File: config.mk
export PLATFORM = sky130hd
export DESIGN_NAME = multicycle_controller
export DESIGN_NICKNAME = d
export VERILOG_FILES = /design/src/rtl/mc_pkg.sv /design/src/rtl/aludec.sv /design/src/rtl/multicycle_controller.sv
export SDC_FILE = /design/constraint.sdc
export NUM_CORES = 1
export LEC_CHECK = 0
export ABC_AREA = 1
export CAP_MARGIN = 25
export CORE_ASPECT_RATIO = 0.9
export CORE_MARGIN = 2
export CORE_UTILIZATION = 36
export CTS_BUF_LIST = sky130_fd_sc_hd__clkbuf_8
export DETAILED_ROUTE_END_ITERATION = 8
export PLACE_DENSITY_LB_ADDON = 0.25
export SETUP_SLACK_MARGIN = 0.1
export SYNTH_ARGS = -nofsm -noshare
export SYNTH_HDL_FRONTEND = slang
export SYNTH_SLANG_ARGS = --single-unit
File: constraint.sdc
create_clock -name clk -period 1.5 [get_ports clk]
set_clock_uncertainty 0.05 [all_clocks]
set_input_delay 0.225 -clock clk [delete_from_list [all_inputs] [get_ports clk]]
set_output_delay 0.225 -clock clk [all_outputs]
set_load 0.05 [all_outputs]
File: src/rtl/mc_pkg.sv
// -----------------------------------------------------------------------------
// mc_pkg
// Shared definitions for the multicycle MIPS-subset control unit:
//   statetype  - FSM state encoding (4-bit)
//   OP_*       - instruction opcode field values
//   F_*        - R-type funct field values
//   ALUOP_*    - aluop encoding handed from the FSM to the ALU decoder
//   ALU_*      - ALU control codes driven to the datapath
// -----------------------------------------------------------------------------
package mc_pkg;

  typedef enum logic [3:0] {
    S_FETCH    = 4'd0,
    S_DECODE   = 4'd1,
    S_MEMADR   = 4'd2,
    S_MEMRD    = 4'd3,
    S_MEMWB    = 4'd4,
    S_MEMWR    = 4'd5,
    S_EXECUTE  = 4'd6,
    S_ALUWB    = 4'd7,
    S_BRANCH   = 4'd8,
    S_ADDIEXEC = 4'd9,
    S_ADDIWB   = 4'd10,
    S_JUMP     = 4'd11
  } statetype;

  localparam logic [5:0] OP_RTYPE = 6'b000000;
  localparam logic [5:0] OP_LW    = 6'b100011;
  localparam logic [5:0] OP_SW    = 6'b101011;
  localparam logic [5:0] OP_BEQ   = 6'b000100;
  localparam logic [5:0] OP_BNE   = 6'b000101;
  localparam logic [5:0] OP_ADDI  = 6'b001000;
  localparam logic [5:0] OP_J     = 6'b000010;

  localparam logic [5:0] F_ADD = 6'b100000;
  localparam logic [5:0] F_SUB = 6'b100010;
  localparam logic [5:0] F_AND = 6'b100100;
  localparam logic [5:0] F_OR  = 6'b100101;
  localparam logic [5:0] F_SLT = 6'b101010;

  localparam logic [1:0] ALUOP_ADD   = 2'b00;
  localparam logic [1:0] ALUOP_SUB   = 2'b01;
  localparam logic [1:0] ALUOP_FUNCT = 2'b10;

  localparam logic [2:0] ALU_AND = 3'b000;
  localparam logic [2:0] ALU_OR  = 3'b001;
  localparam logic [2:0] ALU_ADD = 3'b010;
  localparam logic [2:0] ALU_SUB = 3'b110;
  localparam logic [2:0] ALU_SLT = 3'b111;

endpackage

File: src/rtl/aludec.sv
// -----------------------------------------------------------------------------
// aludec
// Combinational ALU decoder.
//   funct      in  6  R-type function field
//   aluop      in  2  operation class from the control FSM
//   alucontrol out 3  ALU operation select
// aluop 00 adds, 01 subtracts, 10 decodes funct; anything unknown adds.
// -----------------------------------------------------------------------------
module aludec
  import mc_pkg::*;
(
  input  logic [5:0] funct,
  input  logic [1:0] aluop,
  output logic [2:0] alucontrol
);

  always_comb begin
    alucontrol = ALU_ADD;
    case (aluop)
      ALUOP_SUB:   alucontrol = ALU_SUB;
      ALUOP_FUNCT: begin
        case (funct)
          F_ADD:   alucontrol = ALU_ADD;
          F_SUB:   alucontrol = ALU_SUB;
          F_AND:   alucontrol = ALU_AND;
          F_OR:    alucontrol = ALU_OR;
          F_SLT:   alucontrol = ALU_SLT;
          default: alucontrol = ALU_ADD;
        endcase
      end
      default:     alucontrol = ALU_ADD;
    endcase
  end

endmodule

File: src/rtl/multicycle_controller.sv
// -----------------------------------------------------------------------------
// multicycle_controller
// Moore control FSM for the multicycle MIPS-subset datapath. One state per
// cycle; FETCH, MEMRD and MEMWR stall until memready.
//   clk, reset (sync, active-high)
//   op, funct          instruction register fields
//   zero               ALU zero flag (combinational)
//   memready           memory access completes this cycle
//   pcen, iord, memwrite, irwrite, regdst, memtoreg, regwrite,
//   alusrca, alusrcb, pcsrc, alucontrol   datapath controls
//   illegal_op         pulse in DECODE for an unknown opcode
// Optional feature: define MC_BNE_EN to decode bne (000101) through BRANCH.
// -----------------------------------------------------------------------------
module multicycle_controller
  import mc_pkg::*;
#(
  parameter statetype RESET_STATE = S_FETCH
) (
  input  logic       clk,
  input  logic       reset,
  input  logic [5:0] op,
  input  logic [5:0] funct,
  input  logic       zero,
  input  logic       memready,
  output logic       pcen,
  output logic       iord,
  output logic       memwrite,
  output logic       irwrite,
  output logic       regdst,
  output logic       memtoreg,
  output logic       regwrite,
  output logic       alusrca,
  output logic [1:0] alusrcb,
  output logic [1:0] pcsrc,
  output logic [2:0] alucontrol,
  output logic       illegal_op
);

  statetype   r_state;
  logic [1:0] w_aluop;
  logic       w_known_op;
`ifdef MC_BNE_EN
  logic       r_isbne;
`endif

  always_comb begin
    w_known_op = (op == OP_LW) || (op == OP_SW) || (op == OP_RTYPE) ||
                 (op == OP_BEQ) || (op == OP_ADDI) || (op == OP_J);
`ifdef MC_BNE_EN
    w_known_op = w_known_op || (op == OP_BNE);
`endif
  end

  // NOTE: sequential state uses non-blocking assignments so every flop
  // samples pre-edge values regardless of statement order.
  always_ff @(posedge clk) begin
    if (reset) begin
      r_state <= RESET_STATE;
`ifdef MC_BNE_EN
      r_isbne <= 1'b0;
`endif
    end else begin
      case (r_state)
        S_FETCH:    if (memready) r_state <= S_DECODE;
        S_DECODE: begin
`ifdef MC_BNE_EN
          r_isbne <= (op == OP_BNE);
`endif
          case (op)
            OP_LW, OP_SW: r_state <= S_MEMADR;
            OP_RTYPE:     r_state <= S_EXECUTE;
            OP_BEQ:       r_state <= S_BRANCH;
`ifdef MC_BNE_EN
            OP_BNE:       r_state <= S_BRANCH;
`endif
            OP_ADDI:      r_state <= S_ADDIEXEC;
            OP_J:         r_state <= S_JUMP;
            default:      r_state <= S_FETCH;
          endcase
        end
        S_MEMADR:   r_state <= (op == OP_LW) ? S_MEMRD : S_MEMWR;
        S_MEMRD:    if (memready) r_state <= S_MEMWB;
        S_MEMWB:    r_state <= S_FETCH;
        S_MEMWR:    if (memready) r_state <= S_FETCH;
        S_EXECUTE:  r_state <= S_ALUWB;
        S_ALUWB:    r_state <= S_FETCH;
        S_BRANCH:   r_state <= S_FETCH;
        S_ADDIEXEC: r_state <= S_ADDIWB;
        S_ADDIWB:   r_state <= S_FETCH;
        S_JUMP:     r_state <= S_FETCH;
        default:    r_state <= S_FETCH;
      endcase
    end
  end

  // NOTE: every output gets a default first so no path through the case
  // leaves a signal unassigned (no latches).
  always_comb begin
    pcen       = 1'b0;
    iord       = 1'b0;
    memwrite   = 1'b0;
    irwrite    = 1'b0;
    regdst     = 1'b0;
    memtoreg   = 1'b0;
    regwrite   = 1'b0;
    alusrca    = 1'b0;
    alusrcb    = 2'b00;
    pcsrc      = 2'b00;
    illegal_op = 1'b0;
    w_aluop    = ALUOP_ADD;
    case (r_state)
      S_FETCH: begin
        alusrcb = 2'b01;
        pcen    = memready;
        irwrite = memready;
      end
      S_DECODE: begin
        alusrcb    = 2'b11;
        illegal_op = ~w_known_op;
      end
      S_MEMADR: begin
        alusrca = 1'b1;
        alusrcb = 2'b10;
      end
      S_MEMRD:  iord = 1'b1;
      S_MEMWB: begin
        memtoreg = 1'b1;
        regwrite = 1'b1;
      end
      S_MEMWR: begin
        iord     = 1'b1;
        memwrite = 1'b1;
      end
      S_EXECUTE: begin
        alusrca = 1'b1;
        w_aluop = ALUOP_FUNCT;
      end
      S_ALUWB: begin
        regdst   = 1'b1;
        regwrite = 1'b1;
      end
      S_BRANCH: begin
        alusrca = 1'b1;
        w_aluop = ALUOP_SUB;
        pcsrc   = 2'b01;
`ifdef MC_BNE_EN
        pcen    = r_isbne ? ~zero : zero;
`else
        pcen    = zero;
`endif
      end
      S_ADDIEXEC: begin
        alusrca = 1'b1;
        alusrcb = 2'b10;
      end
      S_ADDIWB: regwrite = 1'b1;
      S_JUMP: begin
        pcsrc = 2'b10;
        pcen  = 1'b1;
      end
      default: ;
    endcase
    // Reset suppresses every architectural write even mid-instruction.
    if (reset) begin
      pcen       = 1'b0;
      irwrite    = 1'b0;
      memwrite   = 1'b0;
      regwrite   = 1'b0;
      illegal_op = 1'b0;
    end
  end

  aludec u_aludec (
    .funct      (funct),
    .aluop      (w_aluop),
    .alucontrol (alucontrol)
  );

endmodule

==> reports/qor.json, run 1 <==
{
  "outcome": {
    "status": "stopped before the end",
    "stop_stage": "clock tree synthesis",
    "error_line": "[ERROR DPL-0038] Utilization greater than 100%, impossible to legalize"
  },
  "logic_synthesis": {
    "synth_nets": 140,
    "yosysWarningCount": 0,
    "synth_adder_area_share_pct": 4.09,
    "synth_xor_area_share_pct": 0,
    "ys_ff_latch": 4,
    "netlist_area_um2": 612,
    "muxShareOfSynthArea_pct": 0,
    "syn_avg_cell_area_um2": 5.02,
    "largest_family_of_logic_cells_by_synthesized_area": "simple AND/OR/NAND/NOR gates",
    "synth.yosys.seq_area_share_pct": 13.1,
    "synth-compound-area-share_pct": 9.41,
    "number_of_library_cell_types_mapped_by_synthesis": 21,
    "yosys.area_share.simple_pct": 54.4,
    "post_synth_inst_count": 122
  },
  "placed_design": {
    "gp_congestion": 0.839,
    "place.port_buffers": 31,
    "post_dp_cell_area_um2": 1460,
    "hpwlAfterDp_mm": 2.15
  },
  "cts": {
    "number_of_levels_the_h_tree_was_split_into": 1,
    "clockRootBuffer": "sky130_fd_sc_hd__clkbuf_8",
    "postCtsHoldBufs": 0,
    "num_clock_sinks": 4,
    "post_cts.repair.setup_buffers": 11,
    "cts-buffers-inserted": 3,
    "post_cts_gate_resize_count": 41,
    "cts_max_path_buffers": 2
  },
  "floorplanning": {
    "effective_utilization_at_floorplan_pct": 37.6,
    "die_x_um": 47.5,
    "io-pin-count": 32,
    "die_y_um": 43.1,
    "rows": 14
  }
}
-- stage by stage --
stage / instances / TNS [ns] / hold slack [ns] / worst slack, ns / util, %
2_1_floorplan: 122 / -1.34 / 0.455 / -0.414 / -
3_5_place_dp: 205 / -1.64 / 0.484 / -0.311 / 89.7
3_3_place_gp: 205 / -1.05 / 0.469 / -0.200 / 89.7
-- kinds of logic after synthesis --
| kind of cell | Yosys count |
|---|---|
| AO/OA/AOI/OAI | 9 |
| adder cells (fa/ha/maj) | 2 |
| buffers and inverters | 31 |
| flip-flops | 4 |
| AND/OR/NAND/NOR | 76 |
-- synthesized netlist by cell type --
| cell type | number | area [um^2] |
|---|---|---|
| sky130_fd_sc_hd__inv_2 | 8 | 30.0 |
| sky130_fd_sc_hd__nand3b_1 | 1 | 7.51 |
| sky130_fd_sc_hd__nor2_2 | 3 | 18.8 |
| sky130_fd_sc_hd__a21oi_1 | 2 | 10.0 |
| sky130_fd_sc_hd__nand3_1 | 12 | 60.1 |
| sky130_fd_sc_hd__buf_1 | 1 | 3.75 |
| sky130_fd_sc_hd__nand2_2 | 1 | 6.26 |
| sky130_fd_sc_hd__nor2_1 | 21 | 78.8 |
| sky130_fd_sc_hd__inv_1 | 21 | 78.8 |
| sky130_fd_sc_hd__dfxtp_1 | 4 | 80.1 |
| sky130_fd_sc_hd__nand3_2 | 1 | 10.0 |
| sky130_fd_sc_hd__nand4_1 | 4 | 25.0 |
| sky130_fd_sc_hd__o22ai_1 | 1 | 6.26 |
| sky130_fd_sc_hd__o21ai_0 | 2 | 10.0 |
| sky130_fd_sc_hd__ha_1 | 2 | 25.0 |
| sky130_fd_sc_hd__nor3_1 | 2 | 10.0 |
| sky130_fd_sc_hd__nand2_1 | 31 | 116 |
| sky130_fd_sc_hd__a31oi_1 | 1 | 6.26 |
| sky130_fd_sc_hd__clkinv_1 | 1 | 3.75 |
| sky130_fd_sc_hd__o31ai_1 | 1 | 7.51 |
| sky130_fd_sc_hd__a21oi_2 | 2 | 17.5 |
==> run 2, diff against run 1 <==
--- a/config.mk
+++ b/config.mk
@@ -7,13 +7,10 @@
 export LEC_CHECK = 0
 export ABC_AREA = 1
 export CAP_MARGIN = 25
-export CORE_ASPECT_RATIO = 0.9
-export CORE_MARGIN = 2
-export CORE_UTILIZATION = 36
-export CTS_BUF_LIST = sky130_fd_sc_hd__clkbuf_8
+export CORE_AREA = 2 2 63 65
 export DETAILED_ROUTE_END_ITERATION = 8
-export PLACE_DENSITY_LB_ADDON = 0.25
-export SETUP_SLACK_MARGIN = 0.1
+export DIE_AREA = 0 0 65 67
+export PLACE_DENSITY_LB_ADDON = 0.15
 export SYNTH_ARGS = -nofsm -noshare
 export SYNTH_HDL_FRONTEND = slang
 export SYNTH_SLANG_ARGS = --single-unit
==> constraint.sdc (replaced) <==
create_clock -name clk -period 2 [get_ports clk]
set_clock_uncertainty 0.05 [all_clocks]
set_input_delay 0.3 -clock clk [delete_from_list [all_inputs] [get_ports clk]]
set_output_delay 0.3 -clock clk [all_outputs]
set_load 0.05 [all_outputs]
==> reports/qor.json, run 2 <==
{
  "worst_hold_path": {
    "worstHoldPathType": "flop to flop"
  },
  "placed_design": {
    "place.port_buffers": {"value": 31, "change": "unchanged"},
    "gp_congestion": {"value": 0.776, "change": "-7.5%"},
    "hpwlAfterDp": {"value": 1.77, "unit": "mm", "change": "-18%"},
    "place.detailed.instances": {"value": 202, "change": "-1.5%"}
  },
  "floorplanning": {
    "rows": {"value": 22, "change": "+8"},
    "io-pin-count": {"value": 32, "change": "unchanged"},
    "core_um2": 3610,
    "effective_utilization_at_floorplan": {"value": 17.0, "unit": "%", "change": "-21 points"},
    "die_x": {"value": 65, "unit": "um", "change": "+37%"},
    "die_y": {"value": 67, "unit": "um", "change": "+55%"},
    "floorplan.die_area_um2": 4360
  },
  "critical_path": {
    "cp_slowest_cell": "sky130_fd_sc_hd__dfxtp_4",
    "cp_cell_sequence": "inv_2 -> nor2_4 -> inv_2 -> nor2_4 -> inv_2 -> ha_4 -> inv_4 -> nand2_4 -> a21oi_4 -> buf_12",
    "cpLargestDelayFamily": "buffers and inverters",
    "timing.critical_path.from_type": "flop",
    "worst-path-buf-inv": 5,
    "cp.arrival_ns": 1.62,
    "crit_path_max_incr_delay_ns": 0.35,
    "reg2reg_slack_ns": 0.74,
    "crit_path_end_kind": "primary output",
    "critPathKind": "flop to primary output",
    "critPathMostFrequentCell": "sky130_fd_sc_hd__inv_2",
    "required_ns": 1.65,
    "critPathMaxFanout": 3
  },
  "timing": {
    "hold_violations": 0,
    "fin_crit_ns": 1.97,
    "setup_viol": 0,
    "min_period_over_period_pct": 98.5,
    "rsz_0062_raised_after_global_routing": "true",
    "maxSlewHeadroom_pct": 76.6,
    "max_freq_ghz": 0.507,
    "timing_max_transition_violations_final": 0,
    "worst_slew_pin_slew_ns": 0.347
  },
  "outcome": {
    "status": "complete, no violations"
  },
  "logic_synthesis": {
    "yosysWarningCount": {"value": 0, "change": "unchanged"},
    "synth_top_cell_by_area": "sky130_fd_sc_hd__nand2_1",
    "synth.area.top_cells": "sky130_fd_sc_hd__nand2_1, sky130_fd_sc_hd__dfxtp_1, sky130_fd_sc_hd__inv_1",
    "post-synth-top-area-fraction": {"value": 19.0, "unit": "%", "change": "unchanged"},
    "ys_top_cells_by_count": "sky130_fd_sc_hd__nand2_1, sky130_fd_sc_hd__inv_1, sky130_fd_sc_hd__nor2_1, sky130_fd_sc_hd__nand3_1, sky130_fd_sc_hd__inv_2",
    "predominant_post_synthesis_flop_cell": "sky130_fd_sc_hd__dfxtp_1",
    "post-synth-top-count-cell": "sky130_fd_sc_hd__nand2_1",
    "post_synth_inst_count": {"value": 122, "change": "unchanged"},
    "number_of_library_cell_types_mapped_by_synthesis": {"value": 21, "change": "unchanged"},
    "ys_ff_latch": {"value": 4, "change": "unchanged"},
    "synth_edf_count": {"value": 0, "change": "unchanged"},
    "netlist_area": {"value": 612, "unit": "um^2", "change": "unchanged"},
    "synth_nets": {"value": 140, "change": "unchanged"},
    "syn_avg_cell_area": {"value": 5.02, "unit": "um^2", "change": "unchanged"},
    "synth.yosys.seq_area_share": {"value": 13.1, "unit": "%", "change": "unchanged"},
    "synthArstFlopShare": {"value": 0, "unit": "%", "change": "unchanged"}
  },
  "cells_and_area": {
    "finalNetCount": 182,
    "share_of_layout_cells_above_drive_strength_1_pct": 38.9,
    "layout_top_registers": "r_state x4",
    "layout_commonest_cell": "sky130_fd_sc_hd__nand2_1",
    "registers.top_by_ff_count": "r_state",
    "largest_register_ff_count": 4,
    "utilization_pct": 36.3,
    "layout-area-overhead-vs-synth_pct": 114,
    "most_frequent_cells_in_the_layout": "sky130_fd_sc_hd__nand2_1, sky130_fd_sc_hd__inv_1, sky130_fd_sc_hd__nor2_1, sky130_fd_sc_hd__clkdlybuf4s50_1, sky130_fd_sc_hd__buf_12",
    "antennaDiodeCount": 0,
    "final_cell_count_no_fill": 210
  },
  "cts": {
    "cts_max_path_buffers": {"value": 2, "change": "unchanged"},
    "postCtsHoldBufs": {"value": 0, "change": "unchanged"},
    "number_of_levels_the_h_tree_was_split_into": {"value": 1, "change": "unchanged"},
    "cts.clk_slew.worst_paths_ns": 0.03,
    "num_clock_sinks": {"value": 4, "change": "unchanged"},
    "clk_latency_ns": 0.22,
    "clockRootBuffer": "sky130_fd_sc_hd__clkbuf_8",
    "tritoncts_clock_tree": "done",
    "cts-buffers-inserted": {"value": 3, "change": "unchanged"}
  },
  "routing": {
    "wl_mm": 2.12,
    "post_route_drc_violation_count": 0,
    "vias": 863,
    "routedWlPerCell_um": 10.1,
    "drtIter0Drc": 15,
    "postRouteAntennaNets": 0,
    "length_of_the_first_detailed_routing_pass_in_iterations": 3,
    "via_per_inst": 4.11
  },
  "global_routing": {
    "grt_overflow_total": 0,
    "number_of_global_route_vias_before_repair": 844,
    "number_of_antenna_violations_at_the_first_check_in_global_routing": 0,
    "track_usage_pct": 9.82,
    "wire_length_of_the_first_global_routing_pass_mm": 3.33,
    "grt_start_max_net_pins": 7
  },
  "power_and_ir_drop": {
    "p_leak_nw": 0.629,
    "power_density_nw_per_um2": 347,
    "worst_ir_drop_vdd_mv": 0.294,
    "post_layout_power_mw": 0.454
  },
  "job": {
    "max_cap_violations": 0
  }
}
## run 2: report_power, final
part	internal, mW	switching (mW)	leakage, nW
clock	0.129	0.0512	0.0216
combinational	0.0858	0.0995	0.572
sequential	0.0817	0.00646	0.0349
total	0.297	0.157	0.629
## run 2: metrics by stage
| stage | hold WS [ns] | cell area [um^2] | setup TNS (ns) | setup slack [ns] |
|---|---|---|---|---|
| after floorplan | 0.457 | 689 | -0.0463 | -0.0285 |
| after global placement | 0.503 | 1210 | 0 | 0.129 |
| after detailed placement | 0.515 | 1210 | 0 | 0.0993 |
| after CTS | 0.487 | 1270 | 0 | 0.000186 |
| after global routing | 0.513 | 1310 | -0.0737 | -0.0374 |
| final | 0.484 | 1310 | 0 | 0.0293 |
## run 2: what timing repair did
item,4_1_cts,5_1_grt
pin swaps,2,2
endpoints found under the setup margin,3,4
setup buffers,1,4
gates resized for setup,6,6
## run 2: cell type report
class                   instances  area [um^2]
repair buffers                 38          498
well taps                      48         60.1
multi-input cells              87          504
flip-flops and latches          4         90.1
fillers                       386         2300
clock buffers                   3         41.3
inverters                      30          115
## run 2: path summary, 6_finish.rpt
| path | start | end | cells past startpoint |
|---|---|---|---|
| setup / recovery | r_state[3]$_SDFFE_PP0P_ | alucontrol[0] | 10 |
| hold / removal | r_state[0]$_SDFFE_PP0P_ | r_state[0]$_SDFFE_PP0P_ | 2 |
| setup reg to reg | r_state[3]$_SDFFE_PP0P_ | r_state[0]$_SDFFE_PP0P_ | 7 |
| hold reg to reg | r_state[0]$_SDFFE_PP0P_ | r_state[0]$_SDFFE_PP0P_ | 2 |
## run 2: cell families (layout without fill, tap and decap cells)
logic type / after synthesis / after routing / share of synthesized area, %
fa+ha+maj: 2 / 2 / 4.09
flops: 4 / 4 / 13.1
compound gates: 9 / 9 / 9.41
buf+inv: 31 / 71 / 19.0
simple gates: 76 / 76 / 54.4
## run 2: tightest hold or removal path, stage by stage, from the launching register on
cell and delay, ns:
sky130_fd_sc_hd__dfxtp_2 0.35, sky130_fd_sc_hd__nand2_1 0.09, sky130_fd_sc_hd__a21oi_2 0.05
## run 2: routing by layer
layer	GRT usage (%)	part of all wire [%]	vias up
met1	10.4	41	377
met3	2.20	5.5	2
met5	0	0	-
met2	18.8	52	22
li1	-	-	462
met4	3.72	1.2	0
Power figures use the tool's default switching activity.
